==> config.mk <==
export PLATFORM = sky130hd
export DESIGN_NAME = run_expander
export DESIGN_NICKNAME = d
export VERILOG_FILES = /design/src/rtl/run_expander.sv
export SDC_FILE = /design/constraint.sdc
export NUM_CORES = 1
export LEC_CHECK = 0
export ABC_AREA = 1
export BUFFER_PORTS_ARGS = -buffer_cell sky130_fd_sc_hd__buf_2
export CAP_MARGIN = 15
export CORE_MARGIN = 3
export CORE_UTILIZATION = 43
export CTS_CLUSTER_DIAMETER = 80
export DETAILED_ROUTE_END_ITERATION = 8
export PLACE_DENSITY = 0.84
export REMOVE_ABC_BUFFERS = 1
export SLEW_MARGIN = 5
export SYNTH_ARGS = -nofsm -noshare
export SYNTH_HDL_FRONTEND = slang
export SYNTH_SLANG_ARGS = --single-unit
==> constraint.sdc <==
create_clock -name clk -period 2.4 [get_ports clk]
set_input_delay 0.48 -clock clk [delete_from_list [all_inputs] [get_ports clk]]
set_output_delay 0.48 -clock clk [all_outputs]
set_load 0.01 [all_outputs]
==> src/rtl/run_expander.sv <==
// Run-length expander: (value, count) pairs become a byte stream, optionally packed into a frame buffer.
// Buffer logic is compiled only when RUN_EXPANDER_PACK_EN is defined; otherwise out_arr/out_len/overflow read 0.
module run_expander #(
    parameter int N = 8
) (
    input  logic           clk,
    input  logic           rst_n,
    input  logic           in_valid,
    output logic           in_ready,
    input  logic [7:0]     in_value,
    input  logic [3:0]     in_count,
    input  logic           in_last,
    output logic           out_valid,
    input  logic           out_ready,
    output logic [7:0]     out_data,
    output logic           out_last,
    output logic [8*N-1:0] out_arr,
    output logic [7:0]     out_len,
    output logic           done,
    output logic           overflow
);

    typedef enum logic [1:0] {IDLE, EMIT, DONE} state_t;

    state_t     state_reg, state_next;
    logic [7:0] value_reg;
    logic [3:0] count_reg;
    logic       last_reg;
    logic       accept;
    logic       xfer;

    assign accept = in_valid && (state_reg == IDLE);
    assign xfer   = out_ready && (state_reg == EMIT);

    always_ff @(posedge clk or negedge rst_n) begin
        if (!rst_n) begin
            state_reg <= IDLE;
        end else begin
            state_reg <= state_next;
        end
    end

    always_comb begin
        state_next = state_reg;
        case (state_reg)
            IDLE: begin
                if (in_valid) begin
                    if (in_count != 4'd0) begin
                        state_next = EMIT;
                    end else if (in_last) begin
                        state_next = DONE;
                    end
                end
            end
            EMIT: begin
                if (out_ready && count_reg == 4'd1) begin
                    state_next = last_reg ? DONE : IDLE;
                end
            end
            DONE:    state_next = IDLE;
            default: state_next = IDLE;
        endcase
    end

    // Zero-count pairs never enter EMIT, so the latched run is left untouched for them.
    always_ff @(posedge clk or negedge rst_n) begin
        if (!rst_n) begin
            value_reg <= 8'd0;
            count_reg <= 4'd0;
            last_reg  <= 1'b0;
        end else if (accept && in_count != 4'd0) begin
            value_reg <= in_value;
            count_reg <= in_count;
            last_reg  <= in_last;
        end else if (xfer) begin
            count_reg <= count_reg - 4'd1;
        end
    end

    assign in_ready  = (state_reg == IDLE);
    assign out_valid = (state_reg == EMIT);
    assign out_data  = value_reg;
    assign out_last  = (state_reg == EMIT) && last_reg && (count_reg == 4'd1);
    assign done      = (state_reg == DONE);

`ifdef RUN_EXPANDER_PACK_EN
    localparam logic [7:0] N_LEN = 8'(N);

    logic       frame_start_reg;
    logic [7:0] len_reg;
    logic       overflow_reg;
    logic       clear;

    // Buffer contents survive past done and are wiped only when the next frame's first pair arrives.
    assign clear = accept && frame_start_reg;

    always_ff @(posedge clk or negedge rst_n) begin
        if (!rst_n) begin
            frame_start_reg <= 1'b1;
            len_reg         <= 8'd0;
            overflow_reg    <= 1'b0;
        end else begin
            if (state_reg == DONE) begin
                frame_start_reg <= 1'b1;
            end else if (accept) begin
                frame_start_reg <= 1'b0;
            end
            if (clear) begin
                len_reg      <= 8'd0;
                overflow_reg <= 1'b0;
            end else if (xfer) begin
                if (len_reg < N_LEN) begin
                    len_reg <= len_reg + 8'd1;
                end else begin
                    overflow_reg <= 1'b1;
                end
            end
        end
    end

    for (genvar gi = 0; gi < N; gi++) begin : g_slot
        logic [7:0] byte_reg;
        always_ff @(posedge clk or negedge rst_n) begin
            if (!rst_n) begin
                byte_reg <= 8'd0;
            end else if (clear) begin
                byte_reg <= 8'd0;
            end else if (xfer && len_reg == 8'(gi)) begin
                byte_reg <= value_reg;
            end
        end
        assign out_arr[8*gi +: 8] = byte_reg;
    end

    assign out_len  = len_reg;
    assign overflow = overflow_reg;
`else
    assign out_arr  = '0;
    assign out_len  = 8'd0;
    assign overflow = 1'b0;
`endif

endmodule

==> results of run 1 <==
## metal layers
layer / vias to the layer above / global-route usage / part of all wire
met1: 397 / 0.124 / 0.36
li1: 449 / - / -
met4: 0 / 0.0364 / 0.0033
met2: 59 / 0.196 / 0.53
met5: - / 0 / 0
met3: 2 / 0.0189 / 0.11
## cells in the final DEF (no fill, tap or decap), types with 2 or more instances in the layout
master    netlist  routed
conb_1          1      73
nand2_1        44      44
buf_2           0      28
dfrtp_1        15      15
inv_1          10      10
nor2_1          8       8
nand3_1         8       8
nand4_1         3       3
clkbuf_4        0       3
inv_2           2       2
o21ai_0         2       2
ha_1            2       2
## power breakdown
group / total, uW / leakage (uW) / switching, uW / internal [uW]
logic: 620 / 0.000612 / 402 / 218
clock network: 142 / 0.0000177 / 80.6 / 61.8
registers: 463 / 0.000184 / 88.2 / 375
total: 1230 / 0.000814 / 571 / 655
## cell type report
type                    instances  share of cell area
well taps                      31              0.0311
clock buffers                   3              0.0180
multi-input cells             146               0.493
flip-flops and latches         15               0.301
repair buffers                 28               0.112
clock inverters                 1             0.00401
inverters                      13              0.0411
## how the worst max path moves through the flow
stage	end	slack [ns]
global placement	out_last	1.02
global route	out_last	0.62
detailed placement	out_last	1.0
finish	out_last	0.69
CTS	out_last	0.68
floorplan	out_last	1.07
## stage by stage
| step | util | area [um2] | cells | worst slack, ns |
|---|---|---|---|---|
| 6_report | 0.438 | 1250 | 237 | 0.690 |
| 5_1_grt | 0.438 | 1250 | 237 | 0.625 |
| 4_1_cts | 0.438 | 1250 | 237 | 0.678 |
| 3_5_place_dp | 0.428 | 1220 | 233 | 0.999 |
| 3_3_place_gp | 0.428 | 1220 | 233 | 1.02 |
| 2_1_floorplan | - | 1040 | 174 | 1.07 |
## worst max-delay path, stage by stage (launching register included)
cell	delay (ns)
dfrtp_1	0.41
inv_1	0.09
ha_1	0.16
nand3_1	0.08
nor2_1	0.09
buf_2	0.13
## kinds of logic (layout without fill, tap and decap cells)
kind of cell               after synthesis  in the layout  synth area share
buffers and inverters                   87             45             0.459
AOI/OAI and AO/OA                        3              3            0.0113
adders and majority gates                2              2            0.0188
and+or+nand+nor                         67             67             0.220
other                                    1             73           0.00282
DFF                                     15             15             0.282
xor gates and xnor gates                 1              1           0.00658
==> out/qor.yml, run 1 <==
synth_async_sr_flop_share: 1.00
grt_pass1_wl_mm: 2.94
cts_setup_buffers: 0
cts_hold_buf: 0
grt_usage: 0.107
required_ns: 1.92
rows: 19
ctsResizeCount: 0
drv_cap: 0
cp-end-kind: "primary output"
totalWireLength_mm: 2.11
start_util: 0.467
routed_via_density: 3.83
crit_path_start: "count_reg[1]"
cts_tree: "built"
cts-root-buf: "clkbuf_4"
drtPass1Iterations: 4
clockBufferDepth: 2
diodes: 0
rr_endpoint: "count_reg[0]"
ys_seq_elements: 15
grt_overflow: 0
fp.dieH_um: 61.6
critPathKind: "flop to primary output"
timing.hold.ws_ns: 0.0877
drtIter0Drc: 25
ys.flop_type: "dfrtp_1"
cp_data_arrival_time_ns: 1.23
ioPinCount: 102
drive_gt1_frac: 0.189
post-dp-hpwl_mm: 1.84
cts_buffers: 3
yosysWarnings: 0
power_uw: 1230
clock_latency_ns: 0.28
start_kind: "flop"
critPathMaxFanout: 3
finalSetupViolations: 0
drc: 0
status: "completed"
io_buffers: 28
rr_startpoint: "state_reg[0]"
synth.most_common_cell: "buf_4"
hold_viol_final: 0
synth-edff-count: 0
clock_skew_ns: 0.000812
grt_setup_unrepaired: "no"
p_leak_uw: 0.000814
min_path_type: "primary input to async pin"
fin_nets: 226
vdd_drop_max_uv: 398
largest_reg_flops: 8
dieArea_um2: 3800
synth_cells: 176
clk_pin_slew_worst_paths_ns: 0.09
grt_pass1_vias: 685
ant_nets: 0
antenna_found_initial: 0
seqCellArea_um2: 375
multiInputGateArea_um2: 616
slew_violations: 0
fin_crit_ns: 1.71
max_freq_mhz: 585
yosysTopAreaCell: "buf_4"
post-route-period-util: 0.713
yosysUniqueCellTypes: 19
syn_avg_cell_area_um2: 7.56
n_fill_cell: 329
core_um2: 2850
h-tree-depth: 1
netlist_area_um2: 1330
syn2layout_area_growth_pct: -6.20
p_per_area_nw_per_um2: 982
reg2reg_depth: 8
yosys-top-cells-count: "73 x buf_4, 44 x nand2_1, 15 x dfrtp_1, 10 x inv_1"
grt_max_degree: 17
wire_per_inst_um: 8.91
synthTopCellsByArea: "buf_4 41%, dfrtp_1 28%, nand2_1 12%, nand3_1 3.0%, inv_1 2.8%"
synth.top_cell.area_share: 0.412
fp.dieW_um: 61.6
synth.yosys.seq_area_share: 0.282
gp_congestion: 0.828
clkSinkCount: 15
num_vias: 907
rrSetupSlack_ns: 1.16
setup_tns_ns: 0
Note: power is estimated with default switching activity, not from simulation.
==> inputs of run 2 (changes only) <==
Settings changed: ABC_AREA 1 to 0, CORE_UTILIZATION 43 to 39, PLACE_DENSITY 0.84 to 0.78.
Clock period 2.4 ns to 1.6 ns, I/O delays scaled along.
==> run 2 against run 1 <==
Effect of this change: the flow now finishes with violations (negative setup slack); critical path type unchanged; global-route usage shrank 0.50 points; wire length rose by 3.6%; combinational power is 74% higher; sequential share of layout area down 1.4 points; flip-flop and latch count is the same; worst setup slack got worse by 0.76 ns; final cell count is 11% lower; synthesized area shrank 3.6%; critical path depth shrank 1; register-to-register slack worse by 1.1 ns; clock power is 52% higher.
==> out/qor.yml, run 2 <==
instances_no_fill: 212
synthTopCellsByArea: "buf_4 43%, dfrtp_1 29%, mux2_2 7.9%, a221o_1 2.3%, ha_1 1.9%"
yosysTopAreaCell: "buf_4"
synth-edff-count: 0
p_leak_uw: 0.000723
dieArea_um2: 4020
hold_viol_final: 0
synth.yosys.seq_area_share: 0.292
drtIter0Drc: 19
fin_ws_ns: -0.0730
critPathKind: "flop to primary output"
grt_overflow: 0
clkSinkCount: 15
yosysWarnings: 0
syn2layout_area_growth_pct: 1.95
antenna_found_initial: 0
ioPinCount: 102
place_ws_ns: 0.0942
synth_cells: 130
grt_max_degree: 16
status: "complete, but fails checks"
cp-end-kind: "primary output"
p_sw_uw: 822
p_comb_frac: 0.526
ys_seq_elements: 15
num_vias: 783
final_cell_area_um2: 1310
cts_buffers: 3
rows: 20
synth_async_sr_flop_share: 1.00
finalSetupViolations: 1
multiInputGateArea_um2: 634
largest_reg_flops: 8
totalWireLength_mm: 2.19
post-dp-hpwl_mm: 1.70
cts-root-buf: "clkbuf_4"
min_path_type: "primary input to flop"
synth.most_common_cell: "buf_4"
final_cell_mix: "73 x conb_1, 28 x buf_2, 15 x dfrtp_1"
n_fill_cell: 320
netlist_area_um2: 1280
fp.dieW_um: 63.4
critPathMaxFanout: 2
start_util: 0.414
h-tree-depth: 1
drc: 0
drv_cap: 0
violations: "negative setup slack"
fin_crit_ns: 1.67
min_path_cells: 2
drtPass1Iterations: 4
grt_setup_unrepaired: "yes"
yosysUniqueCellTypes: 26
routed_via_density: 3.69
power_uw: 2050
ys.flop_type: "dfrtp_1"
p_per_area_nw_per_um2: 1570
clock_latency_ns: 0.28
drive_gt1_frac: 0.333
place_area_um2: 1210
seqCellArea_um2: 375
post-route-period-util: 1.05
final_common_cell: "conb_1"
fin_nets: 188
cp_data_arrival_time_ns: 1.35
clk_pin_slew_worst_paths_ns: 0.09
vdd_drop_max_uv: 699
slew_violations: 0
ant_nets: 0
clockBufferDepth: 2
core_um2: 3100
p_int_uw: 1230
reg2reg_depth: 4
timing.hold.ws_ns: 0.270
seqPwrFrac: 0.368
fp.dieH_um: 63.4
diodes: 0
start_kind: "flop"
synth.top_cell.area_share: 0.427
grt_pass1_vias: 675
io_buffers: 28
max_freq_mhz: 598
grt_usage: 0.102
clock_skew_ns: 0.00729
grt_pass1_wl_mm: 3.22
swShare: 0.401
wire_per_inst_um: 10.3
required_ns: 1.28
yosys-top-cells-count: "73 x buf_4, 15 x dfrtp_1, 9 x mux2_2, 5 x nor2_1, 4 x inv_1"
syn_avg_cell_area_um2: 9.87
cts_tree: "built"
gp_congestion: 0.761
dpl.cell_count: 203
p_clk_frac: 0.105
[run 2: metrics by stage]
stage                util  setup TNS (ns)
floorplan               -               0
global placement    0.391               0
detailed placement  0.391               0
CTS                 0.418         -0.0669
global route        0.422          -0.144
finish              0.422         -0.0730
[run 2: what timing repair did]
item                                    CTS  global route
endpoints found under the setup margin    1             2
gates resized for setup                   6             1
pin swaps                                 1             1
hold buffers                              1             0
endpoints found under the hold margin    15             0
buffers inserted                          3             1
[run 2: layout make-up]
class                   count  area share
repair buffers             36       0.155
clock buffers               4      0.0201
inverters                   4      0.0115
multi-input cells         109       0.485
flip-flops and latches     15       0.287
well taps                  44      0.0421
[run 2: metal layers]
layer  global-route usage  part of all wire  vias to the layer above
li1                     -                 -                      358
met2                0.175              0.54                       55
met4               0.0350                 0                        0
met5                    0                 0                        -
met1                0.111              0.35                      370
met3               0.0446              0.11                        0
[run 2: path summary, 6_finish.rpt]
kind                         startpoint            to  slack (ns)
max                        count_reg[0]      out_last       -0.07
min in group asynchronous         rst_n  count_reg[2]        0.47
max reg2reg                state_reg[0]   out_data[3]        0.09
min                         in_value[0]   out_data[0]        0.27
min reg2reg                 out_data[7]   out_data[7]        0.51
max in group asynchronous         rst_n   out_data[1]        0.88
[run 2: worst max-delay path: stages (launching register included)]
cell	delay [ns]
dfrtp_1	0.44
ha_4	0.17
nor3b_4	0.14
and3_1	0.19
buf_2	0.13
[run 2: kinds of logic (layout without fill, tap and decap cells)]
| family | after synthesis | count (layout) | synth area share |
|---|---|---|---|
| other cells | 1 | 73 | 0.00292 |
| fa+ha+maj | 2 | 2 | 0.0195 |
| simple gates | 15 | 15 | 0.0907 |
| buf+inv | 78 | 44 | 0.447 |
| xor+xnor | 1 | 1 | 0.00682 |
| compound gates | 9 | 9 | 0.0614 |
| mux | 9 | 9 | 0.0789 |
| flops | 15 | 15 | 0.292 |
[run 2: power by group through the flow]
stage | clock [uW] | sequential, uW | combinational, uW
CTS | 226 | 747 | 1030
finish | 216 | 755 | 1080
floorplan | 0 | 768 | 577
global route | 254 | 780 | 1180
global placement | 0 | 733 | 919
detailed placement | 0 | 740 | 934
